===== src/rtl/pe_array_sequencer.sv =====
// Sequencer for a PE array: streams K*K weights, then cfg_len activations, onto the TSV channel.
// It then drains the array and reports the job length in cycles.
module pe_array_sequencer #(
  parameter int DW = 8,
  parameter int CW = 16
) (
  input  logic          clk,
  input  logic          reset,
  input  logic          start,
  input  logic          abort,
  input  logic [4:0]    cfg_kernelsize,
  input  logic [7:0]    cfg_sizex,
  input  logic [7:0]    cfg_sizey,
  input  logic [CW-1:0] cfg_len,
  input  logic [DW-1:0] w_data,
  input  logic          w_valid,
  output logic          w_ready,
  input  logic [DW-1:0] a_data,
  input  logic          a_valid,
  output logic          a_ready,
  output logic [DW-1:0] tsv_out,
  output logic          tsv_vld,
  output logic          tsv_sel,
  output logic          workstate,
  output logic          busy,
  output logic          done,
  output logic          cfg_err,
  output logic [CW-1:0] cycle_count
);

  // state   | meaning
  // IDLE    | waiting for start
  // LOAD_W  | accepting K*K weights
  // COMPUTE | accepting cfg_len activations
  // DRAIN   | sizex+sizey+K cycles for the array to flush
  // DONE    | one-cycle completion, cycle_count updated
  typedef enum logic [2:0] {IDLE, LOAD_W, COMPUTE, DRAIN, DONE} state_t;

  state_t        state_q, state_d;
  logic [3:0]    k_q, k_d;
  logic [7:0]    sx_q, sx_d, sy_q, sy_d;
  logic [CW-1:0] len_q, len_d;
  logic [7:0]    wcnt_q, wcnt_d;
  logic [CW-1:0] acnt_q, acnt_d;
  logic [9:0]    drain_q, drain_d;
  logic [CW-1:0] perf_q, perf_d;
  logic [CW-1:0] cyc_q, cyc_d;
  logic [DW-1:0] tsv_out_q, tsv_out_d;
  logic          tsv_vld_q, tsv_vld_d, tsv_sel_q, tsv_sel_d;
  logic          cfg_err_q, cfg_err_d;
  logic          cfg_legal, w_hs, a_hs;
  logic [7:0]    kk;

  assign w_ready     = (state_q == LOAD_W);
  assign a_ready     = (state_q == COMPUTE);
  assign workstate   = (state_q == LOAD_W) || (state_q == COMPUTE) || (state_q == DRAIN);
  assign busy        = (state_q != IDLE);
  assign done        = (state_q == DONE);
  assign tsv_out     = tsv_out_q;
  assign tsv_vld     = tsv_vld_q;
  assign tsv_sel     = tsv_sel_q;
  assign cfg_err     = cfg_err_q;
  assign cycle_count = cyc_q;

  assign w_hs = w_valid && w_ready;
  assign a_hs = a_valid && a_ready;
  assign kk   = {4'b0, k_q} * {4'b0, k_q};

  assign cfg_legal = (cfg_kernelsize != 5'd0) && (cfg_kernelsize <= 5'd15) &&
                     (cfg_sizex >= {3'b0, cfg_kernelsize}) &&
                     (cfg_sizey >= {3'b0, cfg_kernelsize}) && (cfg_len != '0);

  always_comb begin
    state_d   = state_q;
    k_d       = k_q;
    sx_d      = sx_q;
    sy_d      = sy_q;
    len_d     = len_q;
    wcnt_d    = wcnt_q;
    acnt_d    = acnt_q;
    drain_d   = drain_q;
    perf_d    = perf_q;
    cyc_d     = cyc_q;
    tsv_out_d = tsv_out_q;
    tsv_sel_d = tsv_sel_q;
    tsv_vld_d = 1'b0;
    cfg_err_d = 1'b0;

    if (w_hs) begin
      tsv_out_d = w_data;
      tsv_sel_d = 1'b0;
      tsv_vld_d = 1'b1;
    end else if (a_hs) begin
      tsv_out_d = a_data;
      tsv_sel_d = 1'b1;
      tsv_vld_d = 1'b1;
    end

    if (workstate && (perf_q != '1)) perf_d = perf_q + CW'(1);

    case (state_q)
      IDLE: begin
        if (!abort && start) begin
          if (cfg_legal) begin
            k_d     = cfg_kernelsize[3:0];
            sx_d    = cfg_sizex;
            sy_d    = cfg_sizey;
            len_d   = cfg_len;
            wcnt_d  = '0;
            acnt_d  = '0;
            perf_d  = '0;
            state_d = LOAD_W;
          end else begin
            cfg_err_d = 1'b1;
          end
        end
      end
      LOAD_W: begin
        if (w_hs) begin
          wcnt_d = wcnt_q + 8'd1;
          if (wcnt_q + 8'd1 == kk) state_d = COMPUTE;
        end
      end
      COMPUTE: begin
        if (a_hs) begin
          acnt_d = acnt_q + CW'(1);
          if (acnt_q + CW'(1) == len_q) begin
            state_d = DRAIN;
            drain_d = {2'b0, sx_q} + {2'b0, sy_q} + {6'b0, k_q};
          end
        end
      end
      DRAIN: begin
        if (drain_q == 10'd1) begin
          drain_d = '0;
          state_d = DONE;
        end else begin
          drain_d = drain_q - 10'd1;
        end
      end
      DONE: begin
        cyc_d   = perf_q;
        wcnt_d  = '0;
        acnt_d  = '0;
        perf_d  = '0;
        state_d = IDLE;
      end
      default: state_d = IDLE;
    endcase

    // Abort wins over any transition; the beat accepted this cycle is still forwarded above.
    if (abort && workstate) begin
      state_d = IDLE;
      wcnt_d  = '0;
      acnt_d  = '0;
      drain_d = '0;
      perf_d  = '0;
    end
  end

  always_ff @(posedge clk or posedge reset) begin
    if (reset) begin
      state_q   <= IDLE;
      k_q       <= '0;
      sx_q      <= '0;
      sy_q      <= '0;
      len_q     <= '0;
      wcnt_q    <= '0;
      acnt_q    <= '0;
      drain_q   <= '0;
      perf_q    <= '0;
      cyc_q     <= '0;
      tsv_out_q <= '0;
      tsv_vld_q <= 1'b0;
      tsv_sel_q <= 1'b0;
      cfg_err_q <= 1'b0;
    end else begin
      state_q   <= state_d;
      k_q       <= k_d;
      sx_q      <= sx_d;
      sy_q      <= sy_d;
      len_q     <= len_d;
      wcnt_q    <= wcnt_d;
      acnt_q    <= acnt_d;
      drain_q   <= drain_d;
      perf_q    <= perf_d;
      cyc_q     <= cyc_d;
      tsv_out_q <= tsv_out_d;
      tsv_vld_q <= tsv_vld_d;
      tsv_sel_q <= tsv_sel_d;
      cfg_err_q <= cfg_err_d;
    end
  end

endmodule

===== config.mk =====
export PLATFORM = sky130hd
export DESIGN_NAME = pe_array_sequencer
export DESIGN_NICKNAME = d
export VERILOG_FILES = /design/src/rtl/pe_array_sequencer.sv
export SDC_FILE = /design/constraint.sdc
export NUM_CORES = 1
export LEC_CHECK = 0
export CORE_UTILIZATION = 50
export CTS_CLUSTER_SIZE = 14
export DETAILED_ROUTE_END_ITERATION = 12
export DONT_BUFFER_PORTS = 1
export HOLD_SLACK_MARGIN = 0.15
export PLACE_DENSITY = 0.73
export SYNTH_ARGS = -nofsm -noshare
export SYNTH_HDL_FRONTEND = slang
export SYNTH_SLANG_ARGS = --single-unit

===== constraint.sdc =====
create_clock -name clk -period 4.38 [get_ports clk]
set_clock_uncertainty 0.15 [all_clocks]
set_input_delay 1.314 -clock clk [delete_from_list [all_inputs] [get_ports clk]]
set_output_delay 1.314 -clock clk [all_outputs]
set_load 0.005 [all_outputs]

Yosys cells after proc, flatten, opt, wreduce, memory -nomap -nowiden
Index checks and enable logic that the tools add are counted.
{"block": "word_totals", "reg_bits": 116, "inputBits": 59, "elab_cells": 102}
{"block": "classes", "order_cmp": 3, "n_eq_ne": 15, "reduce_logical": 25, "muxes": 38, "multipliers": 1, "addsub": 6}
{"op": "$mux W16", "n": 8}
{"op": "$mux W8", "n": 6}
{"op": "$pmux W16 S3", "n": 1}
{"op": "$mux W10", "n": 4}
{"op": "$add A16 B1 Y16 const B", "n": 2}
{"op": "$pmux W16 S2", "n": 1}
{"op": "$mux W3", "n": 8}
{"op": "$pmux W8 S3", "n": 1}
{"op": "$pmux W10 S2", "n": 1}
{"op": "$eq A16 B16 Y1", "n": 1}
{"op": "$ge A8 B5 Y1", "n": 2}
{"op": "$ne A16 B16 Y1 const B", "n": 1}
{"op": "$reduce_bool A16 Y1", "n": 1}
{"op": "$ne A3 B1 Y1 const B", "n": 5}
{"op": "$pmux W3 S4", "n": 1}
{"op": "$add A9 B4 Y10", "n": 1}
{"op": "$eq A10 B1 Y1 const B", "n": 1}
{"op": "$sub A10 B1 Y10 const B", "n": 1}
{"op": "$add A8 B8 Y9", "n": 1}
{"op": "$logic_and A1 B1 Y1", "n": 9}
{"op": "$add A8 B1 Y8 const B", "n": 1}
{"op": "$eq A8 B8 Y1", "n": 1}
{"op": "$mul A4 B4 Y8", "n": 1}
{"op": "$reduce_and A4 Y1", "n": 2}
{"op": "other kinds (15)", "n": 27}

Depth between registers and ports, before layout
Gate-level depths: netlist of the first run.
{"block": "logic_depth", "depth_word": 9, "depth_mapped": 11, "depth_no_buf": 11}

Worst setup path before layout of the first run
Ideal clock, no wire load.
{"block": "synth_timing", "kind": "in2reg", "start": "input port cfg_sizey[0]", "end": "register k_q[1]", "setup_time_ps": 125, "slack_ps": 761, "t_arrival_ps": 3344, "cell_stages": 10, "cell_sequence": "inv_1 -> ha_1 -> nand2b_1 -> a211oi_1 -> o21a_1 -> a211oi_1 -> nor2_1 -> nor2_1 -> buf_2 -> mux2_2"}
{"block": "synth_via", "elab_chain_len": 4}
{"element": "start, declared", "line_no": "13", "rtl": "input logic [7:0] cfg_sizey,"}
{"element": "$ge A8 B5 Y1", "line_no": "71", "rtl": "(cfg_sizey >= {3'b0, cfg_kernelsize}) && (cfg_len != '0);"}
{"element": "$logic_and A1 B1 Y1", "line_no": "70", "rtl": "(cfg_sizex >= {3'b0, cfg_kernelsize}) &&"}
{"element": "$logic_and A1 B1 Y1", "line_no": "71"}
{"element": "$reduce_and A3 Y1 (no source line)"}
{"element": "end signal, assigned", "line_no": "179", "rtl": "k_q <= k_d;"}
{"element": "end, declared", "line_no": "40", "rtl": "logic [3:0] k_q, k_d;"}
Every way passes these cells.
A chain may end at the register's enable or synchronous reset.

Worst setup path after layout of the first run
{"block": "layout_timing", "start": "register state_q[1]", "end": "output port done"}
{"block": "layout_via", "elab_chain_len": 1}
{"element": "start, declared", "line_no": "39", "rtl": "state_t state_q, state_d;"}
{"element": "start signal, assigned", "line_no": "178", "rtl": "state_q <= state_d;"}
{"element": "$eq A3 B3 Y1", "line_no": "58", "rtl": "assign done = (state_q == DONE);"}
{"element": "end, declared", "line_no": "26", "rtl": "output logic done,"}
Every way passes these cells.

==> results of run 1 <==
[power by group through the flow]
stage               Clock, mW  Combinational (mW)  Sequential [mW]
floorplan                   0                1.92             1.61
global placement            0                2.28             1.72
detailed placement          0                2.37             1.74
CTS                      1.29                2.39             1.72
global route             1.34                2.68             1.77
finish                   1.27                2.40             1.73
[stage by stage]
stage	hold slack (ps)	total power, mW
6_report	357	5.40
5_1_grt	381	5.79
4_1_cts	362	5.41
3_5_place_dp	349	4.11
3_3_place_gp	328	4.00
2_1_floorplan	310	3.54
[cells by family (layout without fill, tap and decap cells)]
| logic type | count (synthesis) | count (layout) |
|---|---|---|
| other cells | 0 | 1 |
| buf+inv | 48 | 61 |
| compound gates | 141 | 141 |
| fa+ha+maj | 35 | 35 |
| mux | 64 | 64 |
| flops | 116 | 116 |
| simple gates | 223 | 223 |
| xor+xnor | 53 | 53 |
[state kept, by name (all words and copies together), names as in the netlist]
name         cells
cfg_err          1
sy_q             8
state_q          3
wcnt_q           8
perf_q          16
tsv_sel          1
tsv_vld          1
sx_q             8
tsv_out          8
acnt_q          16
k_q              4
cycle_count     16
len_q           16
drain_q         10
[final cells by class]
type	count	area share
inverters	25	0.0130
clock inverters	10	0.0110
clock buffers	22	0.0621
flip-flops and latches	116	0.388
diodes	1	0.000335
repair buffers	4	0.00736
well taps	176	0.0294
multi-input cells	516	0.489
[worst register-to-register path: stages, from the launching register on]
cell and delay [ps]:
dfrtp_1 440, ha_1 280, nand3_1 300, nor4_1 520, xnor2_1 180, o2111ai_1 180
o41a_1 590, o31ai_1 310, o21ai_1 100
[synthesized netlist by cell type, drive strengths merged (3+ instances only)]
master and number:
xnor2 27, fa 6, nand4b 3, nand3 21, ha 29, o21a 4
a211oi 5, mux2i 13, nor2 55, or3 3, and3 9, nand2 60
a22oi 5, xor2 26, nor3 15, o21ai 53, or2 3, and2 13
o31ai 9, a21o 5, o22ai 4, clkbuf 15, nand4 9, a21oi 19
a31oi 10, buf 8, dfrtp 116, o21bai 3, a32oi 4, nand2b 7
nor4 15, inv 25, mux2 51, or4 3, nor2b 4, o211ai 5
[worst max-delay path by stage]
stage	startpoint	endpoint	depth (start not counted)
after global placement	cfg_sizey[0]	k_q[2]	10
after global routing	state_q[1]	done	2
after CTS	state_q[1]	done	2
final	state_q[1]	done	2
after floorplan	cfg_sizey[0]	k_q[1]	10
after detailed placement	cfg_sizey[0]	sx_q[5]	10
[metal layers]
| metal | routed length (um) | up-vias |
|---|---|---|
| li1 | - | 2456 |
| met1 | 6570 | 2577 |
| met2 | 7640 | 173 |
| met3 | 799 | 34 |
| met4 | 429 | 0 |
| met5 | 0 | - |
==> impl_metrics.env, run 1 <==
export IMPL_pwr_share_seq=0.320
export IMPL_rr_endpoint="drain_q[7]"
export IMPL_fin_util=0.567
export IMPL_status="completed"
export IMPL_dp_slack_ps=685
export IMPL_grt_start_max_net_pins=75
export IMPL_required_ps=2920
export IMPL_synth_edff_count=0
export IMPL_drive_above_1_share=0.136
export IMPL_grtUsageTotal=0.235
export IMPL_drtPass1Iterations=6
export IMPL_r2r_start="acnt_q[0]"
export IMPL_cts_repair_resized=0
export IMPL_grt_pass1_vias=5343
export IMPL_cts_tree="done"
export IMPL_synthSimpleGateAreaFrac=0.163
export IMPL_synth_xor_xnor_area_share=0.0689
export IMPL_syn_nets=774
export IMPL_finalCritPeriodShare=0.768
export IMPL_rsz0062_at_grt="false"
export IMPL_gr_usage_met3=0.0591
export IMPL_clk_path_buf_depth=2
export IMPL_maxCapViolCount=0
export IMPL_seq_area_frac_synth=0.431
export IMPL_regArea_mm2=0.00290
export IMPL_pwr_share_clk=0.236
export IMPL_slowest_delay_ps=720
export IMPL_relSlewSlack=0.338
export IMPL_worstSetupStartpointType="flip-flop"
export IMPL_cp_slowest_cell="and2_1"
export IMPL_numCtsBuffers=17
export IMPL_fin_setup_tns_ps=0
export IMPL_dpl_hpwl_um=11200
export IMPL_root_buffer="clkbuf_16"
export IMPL_drc=0
export IMPL_crit_fanout=17
export IMPL_busiest_layer="met2"
export IMPL_synth_area_top_cells="dfrtp_1 (43%), mux2_2 (8.5%), ha_1 (5.4%)"
export IMPL_dr_first_iter_drc_count=408
export IMPL_dpl_cell_area_mm2=0.00693
export IMPL_cts_setup_buffers=0
export IMPL_gp_congestion=0.890
export IMPL_synth_top_cell_area_share=0.431
export IMPL_power_switching_mw=2.07
export IMPL_layout_commonest_cell="dfrtp_1"
export IMPL_leakage_nw=3.23
export IMPL_min_to="wcnt_q[7]"
export IMPL_min_from="wcnt_q[7]"
export IMPL_final_setup_viol_count=0
export IMPL_boundaryPins=91
export IMPL_synthMuxAreaShare=0.105
export IMPL_syn_area_per_cell_um2=9.90
export IMPL_grt_overflow_total=0
export IMPL_syn_cell_area_mm2=0.00673
export IMPL_synth_top_family_by_area="simple AND/OR/NAND/NOR gates"
export IMPL_min_period_ps=3360
export IMPL_cp_data_arrival_time_ps=1900
export IMPL_wl_um=15400
export IMPL_cp_top_family="simple AND/OR/NAND/NOR gates"
export IMPL_drv_slew=0
export IMPL_die_y_um=118
export IMPL_synthCells=680
export IMPL_routedWlPerCell_um=17.7
export IMPL_mostFrequentLayoutCells="dfrtp_1 (116), nand2_1 (60), nor2_1 (54)"
export IMPL_ff2ff_path_depth=8
export IMPL_final_hold_viol_count=0
export IMPL_yosysTopAreaCell="dfrtp_1"
export IMPL_yosys_warnings=0
export IMPL_pwr_density_cell_mw_per_mm2=721
export IMPL_ff2ff_setup_slack_ps=1210
export IMPL_hp_class="reg2reg"
export IMPL_syn_to_final_growth_pct=11.1
export IMPL_ir_worst_vdd_mv=0.409
export IMPL_clock_latency_ps=420
export IMPL_ctsHoldBuffers=0
export IMPL_ys_ff_latch=116
export IMPL_clkSinkCount=116
export IMPL_antenna_found_initial=1
export IMPL_die_x_um=118
export IMPL_num_fill_cells=1122
export IMPL_h_tree_depth=4
export IMPL_hold_path_depth=2
export IMPL_nNetsFinal=774
export IMPL_final_cells=870
export IMPL_ys_flop_type="dfrtp_1"
export IMPL_path_clk_slew_ps=50
export IMPL_p_sw_frac=0.384
export IMPL_use_met2=0.385
export IMPL_worstPathCellList="nor2_1 > and2_1"
export IMPL_via_per_inst=6.02
export IMPL_p_comb_frac=0.444
export IMPL_timing_final_ws_setup_ps=1020
export IMPL_p_int_mw=3.32
export IMPL_dp_cells=837
export IMPL_crit_buf_inv=0
export IMPL_synth_adder_area_share=0.0717
export IMPL_row_count=42
export IMPL_async_reset_ff_frac=1.00
export IMPL_synth_compound_gate_area_share=0.133
export IMPL_stdcell_area_mm2=0.00748
export IMPL_grt_pass1_wl_um=26000
export IMPL_coreArea_mm2=0.0132
export IMPL_path_class="reg2out"
export IMPL_io_buffer_count=0
export IMPL_dieArea_mm2=0.0139
export IMPL_ant_nets=0
export IMPL_clock_fmax_mhz=297
export IMPL_end_kind="output port"
export IMPL_ys_types=55
export IMPL_vias=5240
export IMPL_multi_input_area_mm2=0.00365
export IMPL_start_util=0.510
export IMPL_worst_pin_slew_ps=984
export IMPL_gr_usage_met1=0.289
No activity file was read; power rests on OpenSTA's default activity.
==> run 2, diff against run 1 <==
Clock period 4.38 ns to 2.8 ns, I/O delays scaled along.
==> impl_metrics.env, run 2 (synthesized netlist as in run 1, its figures left out) <==
export IMPL_power_switching_mw=3.58
export IMPL_nNetsFinal=830
export IMPL_crit_fanout=2
export IMPL_pwr_share_seq=0.275
export IMPL_clock_latency_ps=410
export IMPL_status="finished with violations"
export IMPL_end_kind="flip-flop"
export IMPL_drtPass1Iterations=5
export IMPL_via_per_inst=5.93
export IMPL_fin_total_pwr_mw=9.60
export IMPL_worstSetupStartpointType="flip-flop"
export IMPL_leakage_nw=3.57
export IMPL_clock_fmax_mhz=340
export IMPL_row_count=42
export IMPL_path_class="reg2reg"
export IMPL_layout_commonest_cell="dfrtp_1"
export IMPL_final_cells=926
export IMPL_violations="negative setup slack"
export IMPL_grt_pass1_wl_um=27900
export IMPL_start_util=0.510
export IMPL_grt_overflow_total=0
export IMPL_dpl_hpwl_um=12000
export IMPL_wl_um=17300
export IMPL_relSlewSlack=0.572
export IMPL_hp_class="in2async"
export IMPL_p_int_mw=6.02
export IMPL_timing_final_ws_setup_ps=-139
export IMPL_grtUsageTotal=0.254
export IMPL_drv_slew=0
export IMPL_final_setup_viol_count=2
export IMPL_syn_to_final_growth_pct=21.1
export IMPL_min_period_ps=2940
export IMPL_pwr_density_cell_mw_per_mm2=1180
export IMPL_cp_data_arrival_time_ps=3070
export IMPL_h_tree_depth=4
export IMPL_grt_pass1_vias=5616
export IMPL_clkSinkCount=116
export IMPL_fin_util=0.618
export IMPL_boundaryPins=91
export IMPL_mostFrequentLayoutCells="dfrtp_1 (112), nand2_1 (60), nor2_1 (53)"
export IMPL_io_buffer_count=0
export IMPL_pwr_share_clk=0.232
export IMPL_vias=5490
export IMPL_rr_endpoint="drain_q[8]"
export IMPL_stdcell_area_mm2=0.00816
export IMPL_required_ps=2930
export IMPL_drive_above_1_share=0.236
export IMPL_dieArea_mm2=0.0139
export IMPL_r2r_start="sx_q[2]"
export IMPL_finalCritPeriodShare=1.05
export IMPL_ir_worst_vdd_mv=0.533
export IMPL_antenna_found_initial=1
export IMPL_dpl_cell_area_mm2=0.00724
export IMPL_clk_path_buf_depth=2
export IMPL_final_hold_viol_count=0
export IMPL_drc=0
export IMPL_dp_slack_ps=-609
export IMPL_ant_nets=0
export IMPL_worst_pin_slew_ps=642
export IMPL_ff2ff_setup_slack_ps=-140
export IMPL_maxCapViolCount=0
export IMPL_p_comb_frac=0.493
export IMPL_path_clk_slew_ps=50
export IMPL_die_x_um=118
export IMPL_coreArea_mm2=0.0132
export IMPL_grt_start_max_net_pins=117
export IMPL_cts_tree="done"
export IMPL_p_sw_frac=0.373
export IMPL_gp_congestion=0.941
export IMPL_root_buffer="clkbuf_16"
export IMPL_whs_ps=290
export IMPL_routedWlPerCell_um=18.6
export IMPL_numCtsBuffers=17
export IMPL_ff2ff_path_depth=9
export IMPL_dp_cells=877
export IMPL_dr_first_iter_drc_count=320
export IMPL_rsz0062_at_grt="true"
export IMPL_die_y_um=118
export IMPL_fin_setup_tns_ps=-152
==> run 2: cell count changes in the layout (fill, tap and decap cells not counted), sizes merged <==
cell      change
nor2          +1
buf          +54
o41a          +1
clkinv        -3
clkinvlp      -1
bufinv        +2
clkbuf        +2
==> run 2: layout make-up <==
cell class                      count  area [um2]
Antenna cell                        1        2.50
Clock buffer                       24         482
Clock inverter                      8         124
Fill cell                        1020        5030
Inverter                           25        97.6
Multi-Input combinational cell    518        3820
Sequential cell                   116        2910
Tap cell                          176         220
Timing Repair Buffer               58         497
==> run 2: worst max path at each step <==
stage / cells past startpoint / start / to / slack [ps]
2_1_floorplan: 10 / cfg_sizex[0] / k_q[1] / -1
3_3_place_gp: 9 / cfg_sizex[0] / len_q[8] / -510
3_5_place_dp: 9 / cfg_sizex[0] / sx_q[7] / -610
4_1_cts: 9 / sy_q[2] / drain_q[8] / 10
5_1_grt: 9 / sx_q[2] / drain_q[8] / -250
6_report: 9 / sx_q[2] / drain_q[8] / -140
==> run 2: critical path, cell delays in order (launching register included) <==
cell,delay [ps]
dfrtp_1,400
fa_1,620
ha_1,280
a211oi_2,280
nor3_1,110
o21a_1,200
o41a_1,330
xor2_1,160
a22oi_1,170
mux2i_1,90
==> run 2: what timing repair did <==
action,CTS,global route
pin swaps,10,30
resized for setup,13,27
hold endpoints to repair,0,0
buffers inserted,1,13
endpoints found under the setup margin,58,77
hold buffers,0,0
cloned,2,0
==> run 2: power groups by stage <==
stage	registers, mW	logic (mW)	clock network [mW]
CTS	2.64	4.29	2.25
detailed placement	2.65	4.12	0
finish	2.64	4.73	2.23
global route	2.70	5.17	2.33
global placement	2.63	3.96	0
floorplan	2.53	3.11	0
==> run 2: routing by layer <==
metal  GRT usage  routed length [um]  share of wire
met5           0                   0              0
met4       0.135                 508          0.029
met3      0.0703                1020          0.059
met2       0.417                8760           0.51
met1       0.303                6970           0.40
